### src/rtl/seq_alu_if.sv
// seq_alu_if: request/result bundle between a seq_alu client and the ALU
interface seq_alu_if #(parameter int W = 8);
  logic start;
  logic [3:0] op;
  logic [W-1:0] A;
  logic [W-1:0] B;
  logic updateFlags;
  logic [W-1:0] C;
  logic CO;
  logic OVF;
  logic N;
  logic Z;
  logic busy;
  logic done;
  modport master(output start, op, A, B, updateFlags, input C, CO, OVF, N, Z, busy, done);
  modport slave(input start, op, A, B, updateFlags, output C, CO, OVF, N, Z, busy, done);
endinterface

### src/rtl/seq_alu.sv
// seq_alu: ALU with single-cycle arithmetic/logic ops and bit-serial shifts and shift-add multiply
module seq_alu #(parameter int W = 8) (
  input logic clk,
  input logic reset,
  seq_alu_if.slave bus
);
  localparam int LW = $clog2(W);
  typedef enum logic [1:0] {IDLE, EXEC, DONE} state_t;
  state_t state, nxt;
  logic [3:0] op_r;
  logic [W-1:0] a_r, p_hi, p_lo;
  logic uf_r;
  logic [LW:0] rem;
  logic accept, iter, arith, last, fire, cin, res_co, res_ovf, sh_out, wr_co, wr_ovf, wr_uf;
  logic [W-1:0] x, y, res, sh_v, wr_c;
  logic [W:0] sum, mac;
  logic [2*W-1:0] prod;
  always_comb begin
    accept = state != EXEC && bus.start;
    iter = bus.op inside {[4'd9:4'd12]};
    arith = bus.op <= 4'd2 || bus.op == 4'd8;
    // subtraction is minuend + ~subtrahend + 1, so one adder serves ADD/SUB/RSB/ADC
    x = bus.op == 4'd2 ? bus.B : bus.A;
    y = bus.op == 4'd1 ? ~bus.B : bus.op == 4'd2 ? ~bus.A : bus.B;
    cin = bus.op == 4'd1 || bus.op == 4'd2 || (bus.op == 4'd8 && bus.CO);
    sum = {1'b0, x} + {1'b0, y} + {{W{1'b0}}, cin};
    res = arith ? sum[W-1:0] : bus.op == 4'd3 ? bus.A ^ bus.B : bus.op == 4'd4 ? bus.A & bus.B :
          bus.op == 4'd5 ? bus.A | bus.B : bus.op == 4'd6 ? bus.B : bus.A;
    res_co = arith && sum[W];
    res_ovf = arith && x[W-1] == y[W-1] && sum[W-1] != x[W-1];
    sh_v = op_r == 4'd9 ? {p_lo[W-2:0], 1'b0} : {op_r == 4'd11 && p_lo[W-1], p_lo[W-1:1]};
    sh_out = op_r == 4'd9 ? p_lo[W-1] : p_lo[0];
    // multiplier sits in p_lo and drains out as the product shifts in from the top
    mac = {1'b0, p_hi} + (p_lo[0] ? {1'b0, a_r} : '0);
    prod = {mac, p_lo[W-1:1]};
    last = state == EXEC && rem[LW:1] == '0;
    fire = last || (accept && !iter);
    wr_c = state != EXEC ? res : op_r == 4'd12 ? prod[W-1:0] : rem != '0 ? sh_v : p_lo;
    wr_co = state != EXEC ? res_co : op_r == 4'd12 ? |prod[2*W-1:W] : rem != '0 && sh_out;
    wr_ovf = state != EXEC ? res_ovf : op_r == 4'd12 && |prod[2*W-1:W];
    wr_uf = state == EXEC ? uf_r : bus.updateFlags;
    nxt = last ? DONE : state == EXEC ? EXEC : accept ? (iter ? EXEC : DONE) : IDLE;
  end
  always_ff @(posedge clk) begin
    if (reset) begin
      state <= IDLE;
      bus.C <= '0;
      bus.CO <= 1'b0;
      bus.OVF <= 1'b0;
      bus.N <= 1'b0;
      bus.Z <= 1'b0;
      bus.busy <= 1'b0;
      bus.done <= 1'b0;
    end else begin
      if (fire) begin
        bus.C <= wr_c;
        if (wr_uf) begin
          bus.CO <= wr_co;
          bus.OVF <= wr_ovf;
          bus.N <= wr_c[W-1];
          bus.Z <= wr_c == '0;
        end
      end
      if (state == EXEC) begin
        rem <= rem - 1'b1;
        p_lo <= op_r == 4'd12 ? prod[W-1:0] : sh_v;
        p_hi <= prod[2*W-1:W];
      end else if (accept) begin
        op_r <= bus.op;
        a_r <= bus.A;
        uf_r <= bus.updateFlags;
        p_lo <= bus.op == 4'd12 ? bus.B : bus.A;
        p_hi <= '0;
        rem <= bus.op == 4'd12 ? (LW + 1)'(W) : {1'b0, bus.B[LW-1:0]};
      end
      state <= nxt;
      bus.busy <= nxt == EXEC;
      bus.done <= nxt == DONE;
    end
  end
endmodule

### src/flat_wrapper.sv
// flat-port wrapper written by rule: the top's interface ports become plain ports
module seq_alu_flat 
#(parameter int W = 8)
  (clk, reset, bus_start, bus_op, bus_A, bus_B, bus_updateFlags, bus_C, bus_CO, bus_OVF, bus_N, bus_Z, bus_busy, bus_done);
  seq_alu_if #(.W(W)) bus_i ();
  input logic clk;
  input logic reset;
  input wire logic [$bits(bus_i.start)-1:0] bus_start;
  input wire logic [$bits(bus_i.op)-1:0] bus_op;
  input wire logic [$bits(bus_i.A)-1:0] bus_A;
  input wire logic [$bits(bus_i.B)-1:0] bus_B;
  input wire logic [$bits(bus_i.updateFlags)-1:0] bus_updateFlags;
  output wire logic [$bits(bus_i.C)-1:0] bus_C;
  output wire logic [$bits(bus_i.CO)-1:0] bus_CO;
  output wire logic [$bits(bus_i.OVF)-1:0] bus_OVF;
  output wire logic [$bits(bus_i.N)-1:0] bus_N;
  output wire logic [$bits(bus_i.Z)-1:0] bus_Z;
  output wire logic [$bits(bus_i.busy)-1:0] bus_busy;
  output wire logic [$bits(bus_i.done)-1:0] bus_done;
  assign bus_i.start = bus_start;
  assign bus_i.op = bus_op;
  assign bus_i.A = bus_A;
  assign bus_i.B = bus_B;
  assign bus_i.updateFlags = bus_updateFlags;
  assign bus_C = bus_i.C;
  assign bus_CO = bus_i.CO;
  assign bus_OVF = bus_i.OVF;
  assign bus_N = bus_i.N;
  assign bus_Z = bus_i.Z;
  assign bus_busy = bus_i.busy;
  assign bus_done = bus_i.done;
  seq_alu #(.W(W)) u_core (.clk(clk), .reset(reset), .bus(bus_i));
endmodule
### config.mk
export PLATFORM = sky130hd
export DESIGN_NAME = seq_alu_flat
export DESIGN_NICKNAME = d
export VERILOG_FILES = /design/src/rtl/seq_alu_if.sv /design/src/rtl/seq_alu.sv /design/src/flat_wrapper.sv
export SDC_FILE = /design/constraint.sdc
export NUM_CORES = 1
export LEC_CHECK = 0
export ABC_AREA = 1
export BUFFER_PORTS_ARGS = -buffer_cell sky130_fd_sc_hd__clkbuf_2
export CAP_MARGIN = 0
export CORE_ASPECT_RATIO = 1.25
export CORE_MARGIN = 5
export CORE_UTILIZATION = 51
export DETAILED_ROUTE_END_ITERATION = 8
export HOLD_SLACK_MARGIN = 0.12
export PLACE_DENSITY = 0.7
export SLEW_MARGIN = 20
export SYNTH_ARGS = -nofsm -noshare
export SYNTH_HDL_FRONTEND = slang
export SYNTH_SLANG_ARGS = --single-unit
### constraint.sdc
create_clock -name clk -period 3.8 [get_ports clk]
set_clock_uncertainty 0.05 [all_clocks]
set_input_delay 0.38 -clock clk [delete_from_list [all_inputs] [get_ports clk]]
set_output_delay 0.38 -clock clk [all_outputs]
set_load 0.01 [all_outputs]
Word level (Yosys, flattened, before mapping)
Cells that the tools add are included.
- multiplexer cells: 31
- equal/unequal tests: 17
- reductions and logical operators: 24
- bitwise logic cells: 7
- $lt $le $gt $ge: 3
- $add $sub $neg: 4
- operators with widths (operator ; number):
    8-bit two-way mux ; 19
    4-bit == test, second input constant ; 5
    8-bit inverter ; 2
    4-bit by 3-bit == test with 1-bit output, second input constant ; 3
    4-bit two-way mux ; 3
    1-bit logical AND ; 11
    8-bit by 8-bit adder with 9-bit output ; 1
    8-bit by 9-bit adder with 9-bit output ; 1
    9-bit by 1-bit adder with 9-bit output ; 1
    8-bit bitwise AND ; 1
    4-bit by 2-bit == test with 1-bit output, second input constant ; 2
    8-bit logical NOT ; 1
    2-bit two-way mux ; 4
    8-bit OR ; 1
    8-bit OR reduction ; 1
    8-bit XOR ; 1
    1-bit two-way mux ; 5
    2-bit by 1-bit == test with 1-bit output, second input constant ; 2
    4-bit by 1-bit == test with 1-bit output, second input constant ; 1
    4-bit >= comparator, second input constant ; 1
    4-bit by 2-bit less-or-equal comparator with 1-bit output, second input constant ; 1
    4-bit less-or-equal comparator, second input constant ; 1
    1-bit logical OR ; 4
    2-bit AND reduction ; 2
    11 further kinds ; 12
- register bits: 49
- input bits: 24
- output and inout port bits: 14
- logic and storage cells: 100

Longest topological paths before layout
Gate-level depths: netlist (run 1).
- depth in word-level cells: 8
- depth in mapped cells: 23
- gate-level depth less buffers: 22

Worst setup path before layout (run 1)
OpenSTA, ideal clock, no wires.
- path type: input -> register
- start point: in bus_op[1]
- end point: reg u_core.bus.Z
- setup time: 0.128 ns
- slack: 0.901 ns
- data arrival time: 2.721 ns
- buffers on the path: 2
- required time: 3.622 ns
- cell stages on the path: 19
- cells stage by stage: inv_2 nor2_4 nand2_1 clkbuf_1 clkbuf_1 o21ai_0 fa_1 inv_1 fa_1 inv_1 nand3_1 a21oi_1 nor3b_2 nor2_1 nand2_1 nand2_1 nor2_1 nand3_1 a21oi_1
- cells in the longest elaborated chain, start to end: 8
- elaborated cells between the ends (all ways): 31
- classes of those cells: add/sub: 2; order compare: 3; eq/ne: 7; mux: 9; reduce/logical: 10
- ends and longest elaborated chain (what ; line ; text):
    from (decl) ; flat_wrapper.sv:9 ; input wire logic [$bits(bus_i.op)-1:0] bus_op;
    4-bit by 2-bit == test with 1-bit output or 4-bit by 3-bit == test with 1-bit output (tied branches) ; -- ;
    8-bit two-way mux (on tied branches) (2 in series) ; seq_alu.sv:24, seq_alu.sv:28 ;
    8-bit by 8-bit adder with 9-bit output or 8-bit two-way mux (tied branches) ; seq_alu.sv:26, seq_alu.sv:27 ;
    9-bit by 1-bit adder with 9-bit output or 8-bit two-way mux (tied branches) ; seq_alu.sv:26, seq_alu.sv:27 ;
    8-bit two-way mux ; seq_alu.sv:27 ; res = arith ? sum[W-1:0] : bus.op == 4'd3 ? bus.A ^ bus.B : bus.op == 4'd4 ? bus.A & bus.B :
    8-bit two-way mux ; seq_alu.sv:38 ; wr_c = state != EXEC ? res : op_r == 4'd12 ? prod[W-1:0] : rem != '0 ? sh_v : p_lo;
    8-bit logical NOT ; seq_alu.sv:61 ; bus.Z <= wr_c == '0;
    to (signal assigned) ; seq_alu.sv:51 ; bus.Z <= 1'b0;
    to (signal assigned) ; seq_alu.sv:61 ;
    to (decl) ; seq_alu_if.sv:16 ; modport slave(input start, op, A, B, updateFlags, output C, CO, OVF, N, Z, busy, done);
Several ways; a longest one is shown, not always the timed one.
A chain may end at the register's enable or synchronous reset.

Final worst setup path (run 1)
Same ends and word-level chain as after synthesis.

==> results of run 1 <==
==> through the flow <==
| stage | cells | hold slack, ps |
|---|---|---|
| floorplan | 610 | 429 |
| global placement | 731 | 415 |
| detailed placement | 731 | 416 |
| CTS | 739 | 209 |
| global route | 739 | 208 |
| finish | 739 | 204 |
==> cells by family (layout without fill, tap and decap cells) <==
family	count (synthesis)	after routing	share of synthesized area
AO/OA/AOI/OAI	125	125	0.161
XOR/XNOR	8	8	0.0167
adder cells (fa/ha/maj)	35	35	0.110
buffers and inverters	115	147	0.106
flip-flops	49	49	0.313
AND/OR/NAND/NOR	278	278	0.292
==> area by class of cell <==
class,count,area [sq um],area share
timing repair buffer,42,223,0.0490
inverter,97,364,0.0800
multi-input combinational,446,2440,0.537
clock inverter,2,13.8,0.00303
sequential,49,1310,0.288
tap,97,121,0.0267
clock buffer,6,72.6,0.0160
==> cell usage after synthesis (all sizes together) <==
library cell	instances
nand3	48
or2	1
clkbuf	11
xor2	4
o21ai	59
xnor2	4
fa	3
dfxtp	16
nand2	160
nor3b	1
clkinv	1
a21oi	48
nand3b	1
nor4	1
nor2	53
inv	96
a211oi	1
o211ai	13
buf	7
ha	32
a22oi	1
o22ai	3
nor3	5
nand2b	1
edfxtp	33
nand4	7
==> path summary, 6_finish.rpt <==
kind | startpoint | cells past startpoint | endpoint
worst max-delay path | bus_op[1] | 20 | u_core.bus.Z$_SDFFE_PP0P_
worst min-delay path | bus_updateFlags | 1 | u_core.uf_r$_DFFE_PP_
worst min register to register | u_core.bus.Z$_SDFFE_PP0P_ | 2 | u_core.bus.Z$_SDFFE_PP0P_
worst max register to register | u_core.p_lo[0]$_DFFE_PP_ | 14 | u_core.bus.CO$_SDFFE_PP0P_
==> power groups by stage <==
stage	combinational (mW)	sequential, mW	clock [mW]
3_3_place_gp	0.404	0.637	0
5_1_grt	0.471	0.630	0.339
6_report	0.416	0.626	0.320
2_1_floorplan	0.282	0.639	0
4_1_cts	0.413	0.626	0.323
3_5_place_dp	0.411	0.638	0
==> metal layers <==
metal	track usage	vias up	part of all wire
li1	-	2059	-
met1	0.275	1884	0.41
met2	0.405	150	0.51
met3	0.0231	29	0.049
met4	0.0930	0	0.031
met5	0	-	0
==> flip-flops by register name (all words and copies together), names as in the netlist <==
signal and count:
u_core.rem 4, u_core.bus.busy 1, u_core.state 2, u_core.uf_r 1
u_core.bus.N 1, u_core.a_r 8, u_core.p_lo 8, u_core.bus.Z 1
u_core.op_r 4, u_core.bus.done 1, u_core.bus.OVF 1, u_core.p_hi 8
u_core.bus.C 8, u_core.bus.CO 1
==> critical path: cells and delay by family <==
kind	cells	cell delay [ps]
and+or+nand+nor	11	1370
adders and majority gates	1	380
buffers and inverters	4	610
AOI/OAI and AO/OA	4	540
==> implementation parameters, run 1 <==
Parameter                              Value

Route
  DRC violation count after routing    0
  Antenna-violating nets left    0
  Detailed Routing Iterations Pass 1    6
  Routed len/inst    15.7 um
  Via density per instance    5.58
  Starting DRC count in detailed routing    466
  Via Count    4122
  DRT Wirelength    11.6 mm

Logic synthesis
  Post-synthesis register bit count    49
  Synth cell types    37
  Area share of the leading cell type in the synthesized netlist    0.237
  Instance count of the mapped netlist    610
  Syn nets    669
  Cell type with the highest aggregate area in the netlist    edfxtp_1
  Share of the yosys chip area belonging to registers    0.313
  Post-synthesis average cell area    6.86 sq um
  Yosys warns    0
  Top cells by area, synth    edfxtp_1 (24%), nand2_1 (14%), ha_1 (9.6%), inv_1 (8.3%), dfxtp_1 (7.7%)
  Post-Syn Area    0.00418 sq mm

Worst setup path
  Peak fanout along the critical path    17
  CP Launch Type    input pin
  Register-to-Register Setup Slack    1120 ps
  Sort of element at the end of the critical path    register
  Slowest cell on crit path    ha_1
  Required time of the critical path    3990 ps
  Most prevalent standard cell on the critical path    nand2_1
  CP cell instances    clkbuf_2, inv_2, nor2_4, nand2_1, buf_4, nand2_1, o211ai_1, o21ai_0, inv_1, ha_1, nand2_1, o21ai_0, nand2_1, nand2_1, nand3b_1, nand4_1, nand2_1, nor2_1, nand3_1, a21oi_1
  Classification of the worst setup path    in -> reg
  Worst endpoint data arrival time    3300 ps
  Delay contributed by the slowest stage of the critical path    380 ps

STA
  Post-route setup TNS    0 ps
  Max-Slew Margin vs Limit    0.452
  Final count of pins violating max slew    0
  Timing-limited maximum frequency    0.322 GHz
  Unrepaired setup endpoints after global routing    false
  Final Hold Viols    0
  Period utilization    0.818
  Final WS setup    693 ps
  Worst slew pin tran    816 ps
  Count of final setup violators    0
  Final worst path period need    3110 ps

CTS
  Clock edge transition at the registers on the reported setup and hold paths    100 ps
  Post-cts repair resize count    0
  Number of buffers added to fix hold violations after cts    0
  Total clock sinks    49
  Setup repair bufs after CTS    0
  H-tree depth reported by CTS    2
  TritonCTS buffer count    5
  Clk_lat worst skew    310 ps
  Root cell of the clock tree    clkbuf_8
  CTS max path bufs    2
  CTS tree    yes

Floorplan
  Standard-cell rows    37
  Starting density of the core    0.516
  Die Width    91.0 um
  Die Y    111 um
  Count of pins on the block boundary    38
  Die footprint    0.0101 sq mm
  Core Footprint    0.00810 sq mm

Pwr
  Sequential Power Share    0.460
  IR Drop Worst-Case VDD    0.150 mV
  Total chip power    1.36 mW
  Leakage power of the design    2.35 nW
  Switching power total    0.482 mW
  Internal power summed over all cells    0.880 mW
  Relative contribution of the clock network to total power    0.235
  Power Dens Cells    299 mW/mm^2
  Relative contribution of combinational cells to total power    0.306
  Switch share    0.354

Cells and area
  Commonest cells after routing, fill and taps aside    nand2_1 (155), inv_1 (93), o21ai_0 (52), a21oi_1 (47)
  Count of antenna diodes in the layout    0
  Share of cells above drive strength 1    0.114
  Synthesis-to-layout area growth    8.73%
  Finished Core Util    0.562
  Most frequent standard cell in the layout excluding fill and tap cells    nand2_1
  Total of fill cells in the finished design    816
  Final Cell Area    0.00455 sq mm
  Nets    700

GRT
  Total grt overflow    0
  Pin count of the biggest net entering global routing    26
  Number of antenna violations at the first check in global routing    0
  First-pass GRT wire length    18.8 mm
  Global-route usage over all layers    0.227
  Via count of the first global-routing pass    3949

Placement
  Setup WS pre-CTS    403 ps
  Placer congestion estimate    0.920
  Placed inst area    0.00446 sq mm
  Sum of net half-perimeters after detailed placement    8.91 mm
  Number of I/O port buffers    37

Hold path
  Kind of path behind the tightest hold check    in -> reg

Status
  Status    finished clean

Run
  Number of maximum-capacitance violations    0
Note: power is estimated with default switching activity, not from simulation.
==> run 2, diff against run 1 <==
==> constraint.sdc (replaced) <==
create_clock -name clk -period 3.2 [get_ports clk]
set_clock_uncertainty 0.05 [all_clocks]
set_input_delay 0.32 -clock clk [delete_from_list [all_inputs] [get_ports clk]]
set_output_delay 0.32 -clock clk [all_outputs]
set_load 0.01 [all_outputs]
==> run 2 against run 1 <==
  * Sequential cell count unchanged
  * Hold slack worse by 41 ps
  * Register-to-register slack worse by 610 ps
  * Global-route usage up 0.53 points
==> implementation parameters, run 2 (synthesis results as in run 1) <==
Parameter                              Value

STA
  Post-route setup TNS    0 ps
  Timing-limited maximum frequency    0.372 GHz
  Period utilization    0.840
  Final Hold Viols    0
  Unrepaired setup endpoints after global routing    false
  Fin Hold WS    163 ps
  Worst slew pin tran    925 ps
  Count of final setup violators    0
  Max-Slew Margin vs Limit    0.379
  Final count of pins violating max slew    0
  Final worst path period need    2690 ps

Floorplan
  Core Footprint    0.00810 sq mm
  Die Y    111 um
  Die footprint    0.0101 sq mm
  Die Width    91.0 um
  Standard-cell rows    37
  Count of pins on the block boundary    38
  Starting density of the core    0.516

Worst setup path
  Logic depth of the worst path, buffers included    14
  Crit path buffers/inverters    3
  Worst endpoint data arrival time    2830 ps
  Classification of the worst setup path    reg -> reg
  CP Launch Type    register
  Register-to-Register Setup Slack    510 ps
  Slowest cell on crit path    edfxtp_1
  Sort of element at the end of the critical path    register
  Number of cells traversed by the worst register-to-register path    14
  Startpoint of the worst-slack reg-to-reg timing path    u_core.p_lo[0]$_DFFE_PP_
  Endpoint of the worst register-to-register path    u_core.bus.OVF$_SDFFE_PP0P_
  Cell class contributing the biggest share of worst-path delay    simple AND/OR/NAND/NOR gates
  CP cell instances    nand2_1, inv_1, ha_1, inv_1, fa_1, inv_1, nand3_1, nand2_1, xor2_1, nand4_1, nor2_1, nand4_1, nand3_1, a21oi_1
  Peak fanout along the critical path    11
  Critical Path Source    u_core.p_lo[0]$_DFFE_PP_
  Crit path capture    u_core.bus.OVF$_SDFFE_PP0P_
  Delay contributed by the slowest stage of the critical path    600 ps
  Required time of the critical path    3340 ps
  Most prevalent standard cell on the critical path    inv_1

Placement
  Sum of net half-perimeters after detailed placement    9.03 mm
  Number of I/O port buffers    37
  Placed Cells incl. Taps    738
  Placer congestion estimate    0.959

CTS
  CTS tree    yes
  Number of buffers added to fix hold violations after cts    0
  H-tree depth reported by CTS    2
  Clock edge transition at the registers on the reported setup and hold paths    100 ps
  TritonCTS buffer count    5
  CTS max path bufs    2
  Setup repair bufs after CTS    0
  Root cell of the clock tree    clkbuf_8
  Post-cts repair resize count    0
  Clk_lat worst skew    310 ps
  Total clock sinks    49

Cells and area
  Multi-input gate area    0.00244 sq mm
  Storage cell area    0.00131 sq mm
  Share of cells above drive strength 1    0.125
  Most frequent standard cell in the layout excluding fill and tap cells    nand2_1
  Nets    707
  Finished Core Util    0.568
  Commonest cells after routing, fill and taps aside    nand2_1 (155), inv_1 (93), o21ai_0 (52), a21oi_1 (47)
  Synthesis-to-layout area growth    9.90%
  Non-filler cells, final    746
  Total of fill cells in the finished design    796
  Count of antenna diodes in the layout    0

GRT
  Number of antenna violations at the first check in global routing    0
  First-pass GRT wire length    19.1 mm
  Global-route usage over all layers    0.232
  Total grt overflow    0
  Pin count of the biggest net entering global routing    27
  Via count of the first global-routing pass    3984

Route
  Antenna-violating nets left    0
  DRT Wirelength    11.6 mm
  Detailed Routing Iterations Pass 1    6
  Routed len/inst    15.6 um
  Starting DRC count in detailed routing    337
  DRC violation count after routing    0
  Via density per instance    5.59
  Via Count    4170

Pwr
  Leakage power of the design    2.39 nW
  IR Drop Worst-Case VDD    0.198 mV
  Power Dens Cells    352 mW/mm^2

Status
  Status    finished clean

Hold path
  Kind of path behind the tightest hold check    in -> reg

Run
  Number of maximum-capacitance violations    0
run 2: cell count changes in the layout (fill, tap and decap cells not counted), sizes merged:
cell | before | now
inv | 97 | 98
buf | 5 | 12
clkbuf | 43 | 42
run 2: metrics by stage:
stage	cell area, sq um	setup slack [ps]	total power [mW]
finish	4600	513	1.62
global placement	4510	273	1.24
CTS	4600	482	1.63
detailed placement	4510	248	1.25
global route	4600	184	1.72
floorplan	4180	361	1.09
run 2: worst min-delay path by stage:
| stage | start | endpoint | slack, ps | cells past startpoint |
|---|---|---|---|---|
| floorplan | bus_A[0] | u_core.a_r[0]$_DFFE_PP_ | 370 | 0 |
| detailed placement | u_core.bus.Z$_SDFFE_PP0P_ | u_core.bus.Z$_SDFFE_PP0P_ | 420 | 2 |
| CTS | bus_updateFlags | u_core.uf_r$_DFFE_PP_ | 150 | 1 |
| finish | bus_updateFlags | u_core.uf_r$_DFFE_PP_ | 160 | 1 |
| global placement | u_core.bus.Z$_SDFFE_PP0P_ | u_core.bus.Z$_SDFFE_PP0P_ | 410 | 2 |
| global route | bus_updateFlags | u_core.uf_r$_DFFE_PP_ | 150 | 1 |
run 2: power breakdown:
part / leakage (nW) / switching, mW / internal [mW]
combinational: 1.89 / 0.328 / 0.172
clock: 0.0489 / 0.220 / 0.156
sequential: 0.445 / 0.0218 / 0.721
total: 2.39 / 0.571 / 1.05
run 2: area by class of cell:
type,instances,share of cell area
well taps,97,0.0264
inverters,97,0.0792
clock buffers,5,0.0150
clock inverters,3,0.00435
multi-input cells,446,0.530
repair buffers,49,0.0599
flip-flops and latches,49,0.285
run 2: routing by layer:
metal  part of all wire  track usage  up-vias  wire length [um]
li1                   -            -     2092                 -
met1               0.41        0.291     1901              4800
met2               0.50        0.403      155              5820
met3              0.055       0.0210       22               643
met4              0.031       0.0978        0               363
met5                  0            0        -                 0
